### src/rtl/pipe_hazard_ctrl.sv
// Hazard/control unit for the five-stage Y86-64 pipeline: stall/bubble generation,
// RUN/DRAIN/HALTED sequencing, and optional performance counters (PIPE_PERF_CNT_EN).
module pipe_hazard_ctrl #(
  parameter int                ICODE_W = 4,
  parameter int                REG_W   = 4,
  parameter logic [REG_W-1:0]  RNONE   = {REG_W{1'b1}},
  parameter int                STAT_W  = 3,
  parameter int                CNT_W   = 32
) (
  input  logic               clk,
  input  logic               rst,
  input  logic [ICODE_W-1:0] D_icode,
  input  logic [REG_W-1:0]   d_srcA,
  input  logic [REG_W-1:0]   d_srcB,
  input  logic [ICODE_W-1:0] E_icode,
  input  logic [REG_W-1:0]   E_dstM,
  input  logic               e_cnd,
  input  logic [ICODE_W-1:0] M_icode,
  input  logic [STAT_W-1:0]  m_stat,
  input  logic [ICODE_W-1:0] W_icode,
  input  logic [STAT_W-1:0]  W_stat,
  output logic               F_stall,
  output logic               D_stall,
  output logic               D_bubble,
  output logic               E_bubble,
  output logic               M_bubble,
  output logic               W_stall,
  output logic               set_cc_en,
  output logic [1:0]         state,
  output logic [STAT_W-1:0]  halt_stat,
  output logic [CNT_W-1:0]   cycle_cnt,
  output logic [CNT_W-1:0]   retire_cnt,
  output logic [CNT_W-1:0]   stall_cnt,
  output logic [CNT_W-1:0]   mispred_cnt
);

  localparam logic [ICODE_W-1:0] I_NOP    = ICODE_W'(4'h1);
  localparam logic [ICODE_W-1:0] I_MRMOVQ = ICODE_W'(4'h5);
  localparam logic [ICODE_W-1:0] I_OPQ    = ICODE_W'(4'h6);
  localparam logic [ICODE_W-1:0] I_JXX    = ICODE_W'(4'h7);
  localparam logic [ICODE_W-1:0] I_RET    = ICODE_W'(4'h9);
  localparam logic [ICODE_W-1:0] I_POPQ   = ICODE_W'(4'hB);
  localparam logic [STAT_W-1:0]  S_AOK    = STAT_W'(1);

  localparam logic [1:0] S_RUN    = 2'd0;
  localparam logic [1:0] S_DRAIN  = 2'd1;
  localparam logic [1:0] S_HALTED = 2'd2;

  logic [1:0]        state_q, state_d;
  logic [STAT_W-1:0] halt_q, halt_d;
  logic              loaduse, mispred, retq, mexc, wexc;

  assign loaduse = ((E_icode == I_MRMOVQ) || (E_icode == I_POPQ)) && (E_dstM != RNONE) &&
                   ((E_dstM == d_srcA) || (E_dstM == d_srcB));
  assign mispred = (E_icode == I_JXX) && !e_cnd;
  assign retq    = (D_icode == I_RET) || (E_icode == I_RET) || (M_icode == I_RET);
  assign mexc    = (m_stat != S_AOK);
  assign wexc    = (W_stat != S_AOK);

  always_comb begin
    F_stall   = 1'b0;
    D_stall   = 1'b0;
    D_bubble  = 1'b0;
    E_bubble  = 1'b0;
    M_bubble  = 1'b0;
    W_stall   = 1'b0;
    set_cc_en = 1'b0;
    case (state_q)
      S_RUN, S_DRAIN: begin
        F_stall   = loaduse | retq;
        D_stall   = loaduse;
        // a load/use stall holds D, so the ret bubble must wait
        D_bubble  = mispred | (retq & ~loaduse);
        E_bubble  = mispred | loaduse;
        M_bubble  = mexc | wexc | (state_q == S_DRAIN);
        W_stall   = wexc;
        set_cc_en = (state_q == S_RUN) && (E_icode == I_OPQ) && !mexc && !wexc;
      end
      default: begin
        F_stall  = 1'b1;
        D_stall  = 1'b1;
        M_bubble = 1'b1;
        W_stall  = 1'b1;
      end
    endcase
  end

  always_comb begin
    state_d = state_q;
    halt_d  = halt_q;
    case (state_q)
      S_RUN: begin
        if (wexc) begin
          state_d = S_HALTED;
          halt_d  = W_stat;
        end else if (mexc) begin
          state_d = S_DRAIN;
        end
      end
      S_DRAIN: begin
        if (wexc) begin
          state_d = S_HALTED;
          halt_d  = W_stat;
        end
      end
      // the unused encoding collapses into HALTED
      default: state_d = S_HALTED;
    endcase
  end

  always_ff @(posedge clk) begin
    if (rst) begin
      state_q <= S_RUN;
      halt_q  <= S_AOK;
    end else begin
      state_q <= state_d;
      halt_q  <= halt_d;
    end
  end

  assign state     = state_q;
  assign halt_stat = halt_q;

`ifdef PIPE_PERF_CNT_EN
  logic [3:0]            cnt_inc;
  logic [3:0][CNT_W-1:0] cnt_q, cnt_d;

  assign cnt_inc[0] = (state_q != S_HALTED);
  assign cnt_inc[1] = (W_icode != I_NOP) && (W_stat == S_AOK) && (state_q != S_HALTED);
  assign cnt_inc[2] = F_stall && (state_q == S_RUN);
  assign cnt_inc[3] = mispred && ((state_q == S_RUN) || (state_q == S_DRAIN));

  always_comb begin
    for (int i = 0; i < 4; i++)
      cnt_d[i] = (cnt_inc[i] && (cnt_q[i] != {CNT_W{1'b1}})) ? cnt_q[i] + CNT_W'(1) : cnt_q[i];
  end

  always_ff @(posedge clk) begin
    if (rst) cnt_q <= '0;
    else     cnt_q <= cnt_d;
  end

  assign cycle_cnt   = cnt_q[0];
  assign retire_cnt  = cnt_q[1];
  assign stall_cnt   = cnt_q[2];
  assign mispred_cnt = cnt_q[3];
`else
  logic unused_w_icode;
  assign unused_w_icode = ^W_icode;
  assign cycle_cnt      = '0;
  assign retire_cnt     = '0;
  assign stall_cnt      = '0;
  assign mispred_cnt    = '0;
`endif

endmodule

### config.mk
export PLATFORM = sky130hd
export DESIGN_NAME = pipe_hazard_ctrl
export DESIGN_NICKNAME = d
export VERILOG_FILES = /design/src/rtl/pipe_hazard_ctrl.sv
export SDC_FILE = /design/constraint.sdc
export NUM_CORES = 1
export LEC_CHECK = 0
export BUFFER_PORTS_ARGS = -buffer_cell sky130_fd_sc_hd__buf_2
export CAP_MARGIN = 10
export CORE_MARGIN = 3
export CORE_UTILIZATION = 35
export DETAILED_ROUTE_END_ITERATION = 8
export GPL_TIMING_DRIVEN = 0
export PLACE_DENSITY = 0.9
export REMOVE_ABC_BUFFERS = 1
export SETUP_SLACK_MARGIN = 0.02
export SYNTH_ARGS = -nofsm -noshare
export SYNTH_HDL_FRONTEND = slang
export SYNTH_SLANG_ARGS = --single-unit
### constraint.sdc
create_clock -name clk -period 3 [get_ports clk]
set_input_delay 0.75 -clock clk [delete_from_list [all_inputs] [get_ports clk]]
set_output_delay 0.75 -clock clk [all_outputs]
set_load 0.03 [all_outputs]
==> impl_metrics.tcl, run 1 <==
set metrics [dict create \
    synth-seq-cells 5 \
    cts_resized 0 \
    synth_cells 181 \
    first_pass_iters 4 \
    n_antenna_cell 0 \
    synth_top_family_by_area "buffers and inverters" \
    totalWireLength_um 2360 \
    die_area_mm2 0.00474 \
    die_h_um 68.9 \
    grt_usage 0.0721 \
    crit_arrival_ps 2080 \
    post_route_cells_drive_above_1_share 0.216 \
    hpwl_um 2240 \
    synth_area_mm2 0.00138 \
    clock-sinks 5 \
    clock_path_buffers 2 \
    switching_share 0.596 \
    post-route-drc-count 0 \
    path_clk_slew_ps 40 \
    cts_buffers 3 \
    hold_buffers 0 \
    setup_viol 0 \
    place_congestion 0.625 \
    die_x_um 68.9 \
    rsz0062_at_grt "no" \
    grt_overflow_total 0 \
    drtIter0Drc 7 \
    nNetsFinal 265 \
    status "finished, final reports clean" \
    final_util 0.325 \
    internal_power_uw 197 \
    p_seq_frac 0.152 \
    grt_max_degree 14 \
    power.density_mw_per_mm2 402 \
    synth_seq_area_share 0.0723 \
    synth_compound_area_frac 0.0307 \
    start_util 0.370 \
    vias 880 \
    p_leak_nw 0.744 \
    drtAntennaViolNets 0 \
    ys_types 23 \
    post_drt_via_cell_ratio 3.20 \
    h-tree-depth 1 \
    finalHoldViolCount 0 \
    synth_mux_area_frac 0 \
    critPathCaptureType "output pin" \
    grt_pass1_vias 546 \
    fin_crit_sh 0.942 \
    start_kind "primary input" \
    fin_setup_tns_ps 0 \
    critPathKind "primary input to output pin" \
    pin_count 177 \
    routedWlPerCell_um 8.57 \
    yosysWarnings 0 \
    clock_latency_ps 220 \
    p_clk_frac 0.253 \
    cp_max_fo 4 \
    cts_tree "done" \
    max_clock_freq_mhz 354 \
    synthSimpleGateAreaFrac 0.138 \
    ctsRootBufferMaster "clkbuf_8" \
    hold_class "flip-flop to flip-flop" \
    grt_pass1_wl_um 2480 \
    antenna_found_initial 0 \
    cp.required_ps 2250 \
    synthToLayoutAreaGrowth_pct -12.2 \
    maxCapViolations 0 \
    synth_xor_xnor_area_share 0.0506 \
    ir_worst_vdd_uv 169 \
    synthAdderAreaFrac 0 \
    power.share.combinational 0.594 \
    row_count 22 \
    fin_skew_ps 1.01 \
    core-area_mm2 0.00374 \
    switching_power_uw 291 \
    avgSynthCellArea_um2 7.65 \
    drv_slew 0 \
    fin_crit_ps 2830 \
    n_fill_cell 430 \
    post_cts_buffers 0 \
    port_buffers 44 \
]
critical path, stage by stage:
cell and delay [ps]:
buf_2 120, nand3b_1 190, or4b_1 540, a21oi_1 160, and2_1 130, buf_2 190
cell usage in the layout, fill, tap and decap left out, drive strengths merged:
cell type	count
a21oi	3
a221o	1
and2	1
buf	44
clkbuf	3
clkinv	1
conb	128
dfxtp	5
inv	1
nand2	2
nand2b	5
nand3b	3
nand4	3
nor2	4
nor2b	2
nor3	4
nor4b	1
nor4bb	3
o21ai	2
o22ai	1
or3b	1
or4b	1
xnor2	8
logic make-up (layout without fill, tap and decap cells):
logic type	Yosys count	count (layout)
XOR/XNOR	8	8
buffers and inverters	130	49
AO/OA/AOI/OAI	7	7
AND/OR/NAND/NOR	30	30
flip-flops	5	5
other	1	128
power by group through the flow:
stage | clock network (mW) | logic, mW | registers [mW]
2_1_floorplan | 0 | 0.241 | 0.0822
3_3_place_gp | 0 | 0.285 | 0.0750
3_5_place_dp | 0 | 0.286 | 0.0755
4_1_cts | 0.126 | 0.286 | 0.0744
5_1_grt | 0.130 | 0.310 | 0.0751
6_report | 0.124 | 0.290 | 0.0744
cell usage after synthesis:
cell type / number / area [µm²]
o21ai_0: 1 / 5.00
xnor2_1: 8 / 70.1
dfxtp_1: 5 / 100
nand2_1: 2 / 7.51
nor3_1: 4 / 20.0
o22ai_1: 1 / 6.26
buf_4: 128 / 961
a221o_2: 1 / 11.3
nor4bb_1: 3 / 30.0
nor2b_1: 2 / 12.5
a21oi_1: 3 / 15.0
nand3b_1: 3 / 22.5
inv_1: 1 / 3.75
conb_1: 1 / 3.75
nor4b_1: 1 / 8.76
and2_1: 1 / 6.26
nor2_1: 4 / 15.0
o21ai_1: 1 / 5.00
buf_6: 1 / 11.3
or4b_1: 1 / 10.0
or3b_1: 1 / 8.76
nand2b_1: 5 / 31.3
nand4_1: 3 / 18.8
metal layers:
layer / wire length, µm / vias up / GRT usage / part of all wire
li1: - / 410 / - / -
met1: 620 / 372 / 0.0727 / 0.26
met2: 1300 / 98 / 0.149 / 0.55
met3: 442 / 0 / 0.0146 / 0.19
met4: 0 / 0 / 0.0146 / 0
met5: 0 / - / 0 / 0
state kept, by name, summed over array words and instances, names as in the netlist:
| signal | cells |
|---|---|
| halt_stat | 3 |
| state | 2 |
cell type report:
class | instances | area (µm²) | area share
Clock buffer | 3 | 41.3 | 0.0340
Clock inverter | 1 | 5.00 | 0.00412
Inverter | 1 | 3.75 | 0.00309
Multi-Input combinational cell | 173 | 785 | 0.646
Sequential cell | 5 | 100 | 0.0824
Tap cell | 48 | 60.1 | 0.0494
Timing Repair Buffer | 44 | 220 | 0.181
per-stage QoR:
stage / total power, mW / hold WS (ps) / std cells / area, µm² / setup slack, ps
2_1_floorplan: 0.323 / 596 / 179 / 888 / 105
3_3_place_gp: 0.360 / 452 / 271 / 1170 / 180
3_5_place_dp: 0.362 / 460 / 271 / 1170 / 170
4_1_cts: 0.487 / 465 / 275 / 1210 / 164
5_1_grt: 0.515 / 490 / 275 / 1210 / 99.4
6_report: 0.489 / 464 / 275 / 1210 / 174
path summary, 6_finish.rpt:
path / startpoint / to / slack, ps / depth (start not counted)
hold reg to reg: halt_stat[1] / halt_stat[1] / 460 / 2
setup / recovery: E_icode[3] / D_bubble / 170 / 6
setup reg to reg: state[1] / state[0] / 1930 / 3
hold / removal: halt_stat[1] / halt_stat[1] / 460 / 2
Power figures use the tool's default switching activity.
==> run 2, diff against run 1 <==
--- a/config.mk
+++ b/config.mk
@@ -5,15 +5,17 @@
 export SDC_FILE = /design/constraint.sdc
 export NUM_CORES = 1
 export LEC_CHECK = 0
+export ABC_AREA = 1
 export BUFFER_PORTS_ARGS = -buffer_cell sky130_fd_sc_hd__buf_2
 export CAP_MARGIN = 10
 export CORE_MARGIN = 3
-export CORE_UTILIZATION = 35
+export CORE_UTILIZATION = 36
 export DETAILED_ROUTE_END_ITERATION = 8
 export GPL_TIMING_DRIVEN = 0
 export PLACE_DENSITY = 0.9
 export REMOVE_ABC_BUFFERS = 1
 export SETUP_SLACK_MARGIN = 0.02
+export SKIP_LAST_GASP = 1
 export SYNTH_ARGS = -nofsm -noshare
 export SYNTH_HDL_FRONTEND = slang
 export SYNTH_SLANG_ARGS = --single-unit
==> constraint.sdc (replaced) <==
create_clock -name clk -period 3 [get_ports clk]
set_input_delay 0.75 -clock clk [delete_from_list [all_inputs] [get_ports clk]]
set_output_delay 0.75 -clock clk [all_outputs]
set_load 0.1 [all_outputs]
==> run 2 against run 1 <==
Net effect: largest power group unchanged; final cell count rose by 16%; via count rose by 16%; highest routed layer is now met4; clock skew fell by 0.56 ps; maximum frequency rose by 6.2%.
==> impl_metrics.tcl, run 2 <==
set metrics [dict create \
    routedWlPerCell_um 7.48 \
    setup_ws_ps 340 \
    hold_buffers 0 \
    grt_overflow_total 0 \
    synth_cells 225 \
    p_leak_nw 0.923 \
    start_kind "primary input" \
    ys_types 20 \
    largest_reg_flops 3 \
    mostFrequentLayoutCell "conb_1" \
    synthTopCellsByArea "buf_4 66%, nand2_1 9.5%, dfxtp_1 6.8%" \
    antenna_found_initial 0 \
    synth_edf_count 0 \
    power.share.combinational 0.807 \
    post_route_cells_drive_above_1_share 0.221 \
    yosysMostFrequentCell "buf_4" \
    regArea_um2 100 \
    path_clk_slew_ps 30 \
    multi_input_area_um2 801 \
    maxCapViolations 0 \
    row_count 22 \
    instances_no_fill 320 \
    hold_class "flip-flop to flip-flop" \
    h-tree-depth 1 \
    critPathKind "primary input to output pin" \
    cts_tree "done" \
    yosysWarnings 0 \
    grt_max_degree 7 \
    synth.top_cell.area_share 0.656 \
    switching_power_uw 825 \
    synthTopCellsByCount "128 x buf_4, 37 x nand2_1, 13 x inv_1, 13 x nor2_1" \
    hpwl_um 2290 \
    post-route-drc-count 0 \
    vias 1017 \
    fin_crit_sh 0.887 \
    fin_skew_ps 0.445 \
    critPathCaptureType "output pin" \
    yosysTopAreaCell "buf_4" \
    p_seq_frac 0.072 \
    totalWireLength_um 2390 \
    core-area_mm2 0.00380 \
    die_x_um 69.8 \
    grt_pass1_wl_um 3130 \
    fin_crit_ps 2660 \
    power.density_mw_per_mm2 783 \
    n_antenna_cell 0 \
    cts_resized 0 \
    clock-sinks 5 \
    drtIter0Drc 10 \
    dpl_cell_area_mm2 0.00126 \
    ir_worst_vdd_uv 349 \
    place_congestion 0.702 \
    ctsRootBufferMaster "clkbuf_8" \
    clock_latency_ps 220 \
    avgSynthCellArea_um2 6.51 \
    finalHoldViolCount 0 \
    crit_arrival_ps 1910 \
    internal_power_uw 197 \
    grt_pass1_vias 732 \
    place_inst 316 \
    setup_viol 0 \
    status "finished, final reports clean" \
    clock_path_buffers 2 \
    grt_usage 0.0764 \
    final_cell_mix "128 x conb_1, 44 x buf_2, 37 x nand2_1" \
    die_area_mm2 0.00487 \
    whs_ps 454 \
    nNetsFinal 310 \
    start_util 0.385 \
    cp.required_ps 2250 \
    max_clock_freq_mhz 376 \
    final_area_mm2 0.00131 \
    drtAntennaViolNets 0 \
    cts_buffers 3 \
    switching_share 0.807 \
    rsz0062_at_grt "no" \
    async_flop_share 0 \
    p_clk_frac 0.120 \
    synth-seq-cells 5 \
    synthToLayoutAreaGrowth_pct -10.9 \
    ys.flop_type "dfxtp_1" \
    synth_seq_area_share 0.0684 \
    post_drt_via_cell_ratio 3.18 \
    post_cts_buffers 0 \
    first_pass_iters 4 \
    port_buffers 44 \
    die_h_um 69.8 \
    drv_slew 0 \
    n_fill_cell 425 \
    cp_max_fo 4 \
    place_ws_ps 331 \
    pin_count 177 \
    synth_area_mm2 0.00146 \
]
run 2: area by class of cell:
cell class | count | area share
Clock buffer | 4 | 0.0345
Inverter | 21 | 0.0604
Multi-Input combinational cell | 198 | 0.614
Sequential cell | 5 | 0.0767
Tap cell | 48 | 0.0460
Timing Repair Buffer | 44 | 0.169
run 2: path summary, 6_finish.rpt:
| check | startpoint | end | slack (ps) | depth (start not counted) |
|---|---|---|---|---|
| min reg2reg | halt_stat[0] | halt_stat[0] | 450 | 1 |
| max | E_icode[3] | E_bubble | 340 | 7 |
| max reg2reg | state[1] | halt_stat[0] | 1970 | 4 |
| min | halt_stat[0] | halt_stat[0] | 450 | 1 |
run 2: per-layer routing:
metal  vias to the layer above  track usage  wire length, µm
met5                         -            0                0
met4                         0       0.0319               22
met3                         4       0.0116              334
met2                        85        0.149             1340
met1                       413       0.0792              701
li1                        515            -                -
run 2: cell families (layout without fill, tap and decap cells):
kind of cell / Yosys count / in the layout / share of synthesized area
simple gates: 65 / 65 / 0.194
flops: 5 / 5 / 0.0684
compound gates: 5 / 5 / 0.0248
other cells: 1 / 128 / 0.00256
buf+inv: 149 / 69 / 0.710
run 2: stage by stage:
stage / TNS, ps / utilization / power (mW)
global placement: 0 / 0.332 / 0.893
floorplan: -1260 / - / 0.856
global route: 0 / 0.344 / 1.05
finish: 0 / 0.344 / 1.02
detailed placement: 0 / 0.332 / 0.895
CTS: 0 / 0.344 / 1.02
run 2: power groups by stage:
stage / logic [mW] / clock network [mW] / registers [mW]
final: 0.825 / 0.123 / 0.0737
after global routing: 0.843 / 0.130 / 0.0742
after CTS: 0.821 / 0.125 / 0.0738
after detailed placement: 0.821 / 0 / 0.0747
after global placement: 0.819 / 0 / 0.0746
after floorplan: 0.753 / 0 / 0.103
run 2: critical path, stage by stage:
cell,delay (ps)
buf_2,110
nor2_1,170
nand3_1,110
a21oi_2,140
nand2_2,90
o21ai_2,100
buf_2,430
==> run 3, diff against run 2 <==
--- a/config.mk
+++ b/config.mk
@@ -9,10 +9,10 @@
 export BUFFER_PORTS_ARGS = -buffer_cell sky130_fd_sc_hd__buf_2
 export CAP_MARGIN = 10
 export CORE_MARGIN = 3
-export CORE_UTILIZATION = 36
+export CORE_UTILIZATION = 30
 export DETAILED_ROUTE_END_ITERATION = 8
 export GPL_TIMING_DRIVEN = 0
-export PLACE_DENSITY = 0.9
+export PLACE_DENSITY = 0.81
 export REMOVE_ABC_BUFFERS = 1
 export SETUP_SLACK_MARGIN = 0.02
 export SKIP_LAST_GASP = 1
==> constraint.sdc (replaced) <==
create_clock -name clk -period 2.16 [get_ports clk]
set_input_delay 0.54 -clock clk [delete_from_list [all_inputs] [get_ports clk]]
set_output_delay 0.54 -clock clk [all_outputs]
set_load 0.1 [all_outputs]
==> run 3 against run 2 <==
Net effect: utilization shrank 2.2 points; count of clock-buffer cells in the layout shrank 1; setup slack lost 260 ps; clock power grew 42%; highest routed layer unchanged.
==> impl_metrics.tcl, run 3 (synthesis gave the netlist of run 2 again) <==
set metrics [dict create \
    status "finished, final reports clean" \
    core-area_mm2 0.00453 \
    place_congestion 0.766 \
    die_area_mm2 0.00575 \
    row_count 24 \
    regArea_um2 100 \
    holdPathEnd "halt_stat[0]" \
    n_fill_cell 495 \
    path_clk_slew_ps 40 \
    rr_endpoint "halt_stat[0]" \
    drtAntennaViolNets 0 \
    fin_crit_sh 0.963 \
    max_clock_freq_mhz 481 \
    crit_path_max_incr_delay_ps 260 \
    grt_pass1_vias 710 \
    h-tree-depth 1 \
    setup_viol 0 \
    grt_max_degree 7 \
    hpwl_um 2500 \
    post_route_cells_drive_above_1_share 0.263 \
    clock_path_buffers 2 \
    crit_family "simple AND/OR/NAND/NOR gates" \
    post-route-drc-count 0 \
    hold_class "flip-flop to flip-flop" \
    slowest_stage "buf_6" \
    clock_latency_ps 230 \
    cts_buffers 3 \
    totalWireLength_um 2790 \
    drv_slew 0 \
    synthToLayoutAreaGrowth_pct -0.513 \
    cp.required_ps 1620 \
    setup_ws_ps 80.7 \
    power.density_mw_per_mm2 998 \
    post_drt_via_cell_ratio 3.12 \
    pin_count 177 \
    crit_arrival_ps 1540 \
    routedWlPerCell_um 8.23 \
    multi_input_area_um2 857 \
    place_ws_ps -121 \
    largest_reg_flops 3 \
    ir_worst_vdd_uv 667 \
    die_h_um 75.9 \
    antenna_found_initial 0 \
    final_cell_mix "128 x conb_1, 39 x buf_2, 33 x nand2_1" \
    path_buf_inv 2 \
    first_pass_iters 4 \
    fin_skew_ps 3.91 \
    critPathKind "primary input to output pin" \
    p_leak_nw 0.968 \
    critPathCaptureType "output pin" \
    maxCapViolations 0 \
    mostFrequentLayoutCell "conb_1" \
    r2r-start "state[1]" \
    hold_buffers 0 \
    reg2reg_slack_ps 1030 \
    start_kind "primary input" \
    cp_max_fo 2 \
    fin_setup_tns_ps 0 \
    finalHoldViolCount 0 \
    n_antenna_cell 0 \
    cts_tree "done" \
    die_x_um 75.9 \
    grt_usage 0.0684 \
    start_util 0.323 \
    grt_pass1_wl_um 2980 \
    fin_crit_ps 2080 \
    grt_overflow_total 0 \
    crit_top_cell "nand2_2" \
    drtIter0Drc 15 \
    hp-start "halt_stat[0]" \
    cp_cell_sequence "buf_2 -> nor2_2 -> nand2_2 -> nor2_4 -> nand2_2 -> nor4_4 -> buf_6" \
    nNetsFinal 312 \
    port_buffers 44 \
    min_path_cells 1 \
    ctsRootBufferMaster "clkbuf_8" \
    worst-r2r-cell-count 4 \
    clock-sinks 5 \
    vias 1059 \
    rsz0062_at_grt "yes" \
]
## run 3: cell count changes in the layout (fill, tap and decap cells not counted), sizes merged
cell / change
clkinv: +1
buf: +2
clkbuf: -1
## run 3: final cells by class
class	count	area share
clock buffers	3	0.0284
clock inverters	1	0.00344
flip-flops and latches	5	0.0687
multi-input cells	198	0.588
well taps	65	0.0558
inverters	21	0.0541
repair buffers	46	0.201
## run 3: power by group
group,internal [mW],switching [mW]
Sequential,0.0984,0.00552
Clock,0.124,0.0512
Combinational,0.0650,1.11
Total,0.288,1.17
## run 3: per-layer routing
metal,vias to the layer above,track usage,wire (µm)
li1,517,-,-
met1,448,0.0787,848
met2,91,0.125,1540
met3,3,0.0119,376
met4,0,0.0233,25
met5,-,0,0
## run 3: timing repair
action / CTS / global route
setup endpoints to repair: 5 / 5
pin swaps: 0 / 10
resized for setup: 5 / 25
buffers inserted: 0 / 2
## run 3: how the worst max path moves through the flow
stage                          from        end  slack [ps]  cells after the start
after floorplan            state[1]  set_cc_en       -1820                      3
after global placement    E_dstM[1]   E_bubble        -110                     10
after detailed placement  E_dstM[1]   E_bubble        -120                     10
after CTS                 E_dstM[1]   E_bubble           6                     10
after global routing      E_dstM[1]   D_bubble          -7                     11
final                     W_stat[1]  set_cc_en          80                      7
## run 3: stage by stage
step                utilization  total power [mW]  hold WS [ps]  area (µm²)  cells
global route              0.321              1.50           493        1460    339
CTS                       0.296              1.43           463        1340    337
finish                    0.321              1.45           462        1460    339
detailed placement        0.283              1.25           452        1280    333
floorplan                     -              1.19           609         980    224
global placement          0.283              1.24           449        1280    333
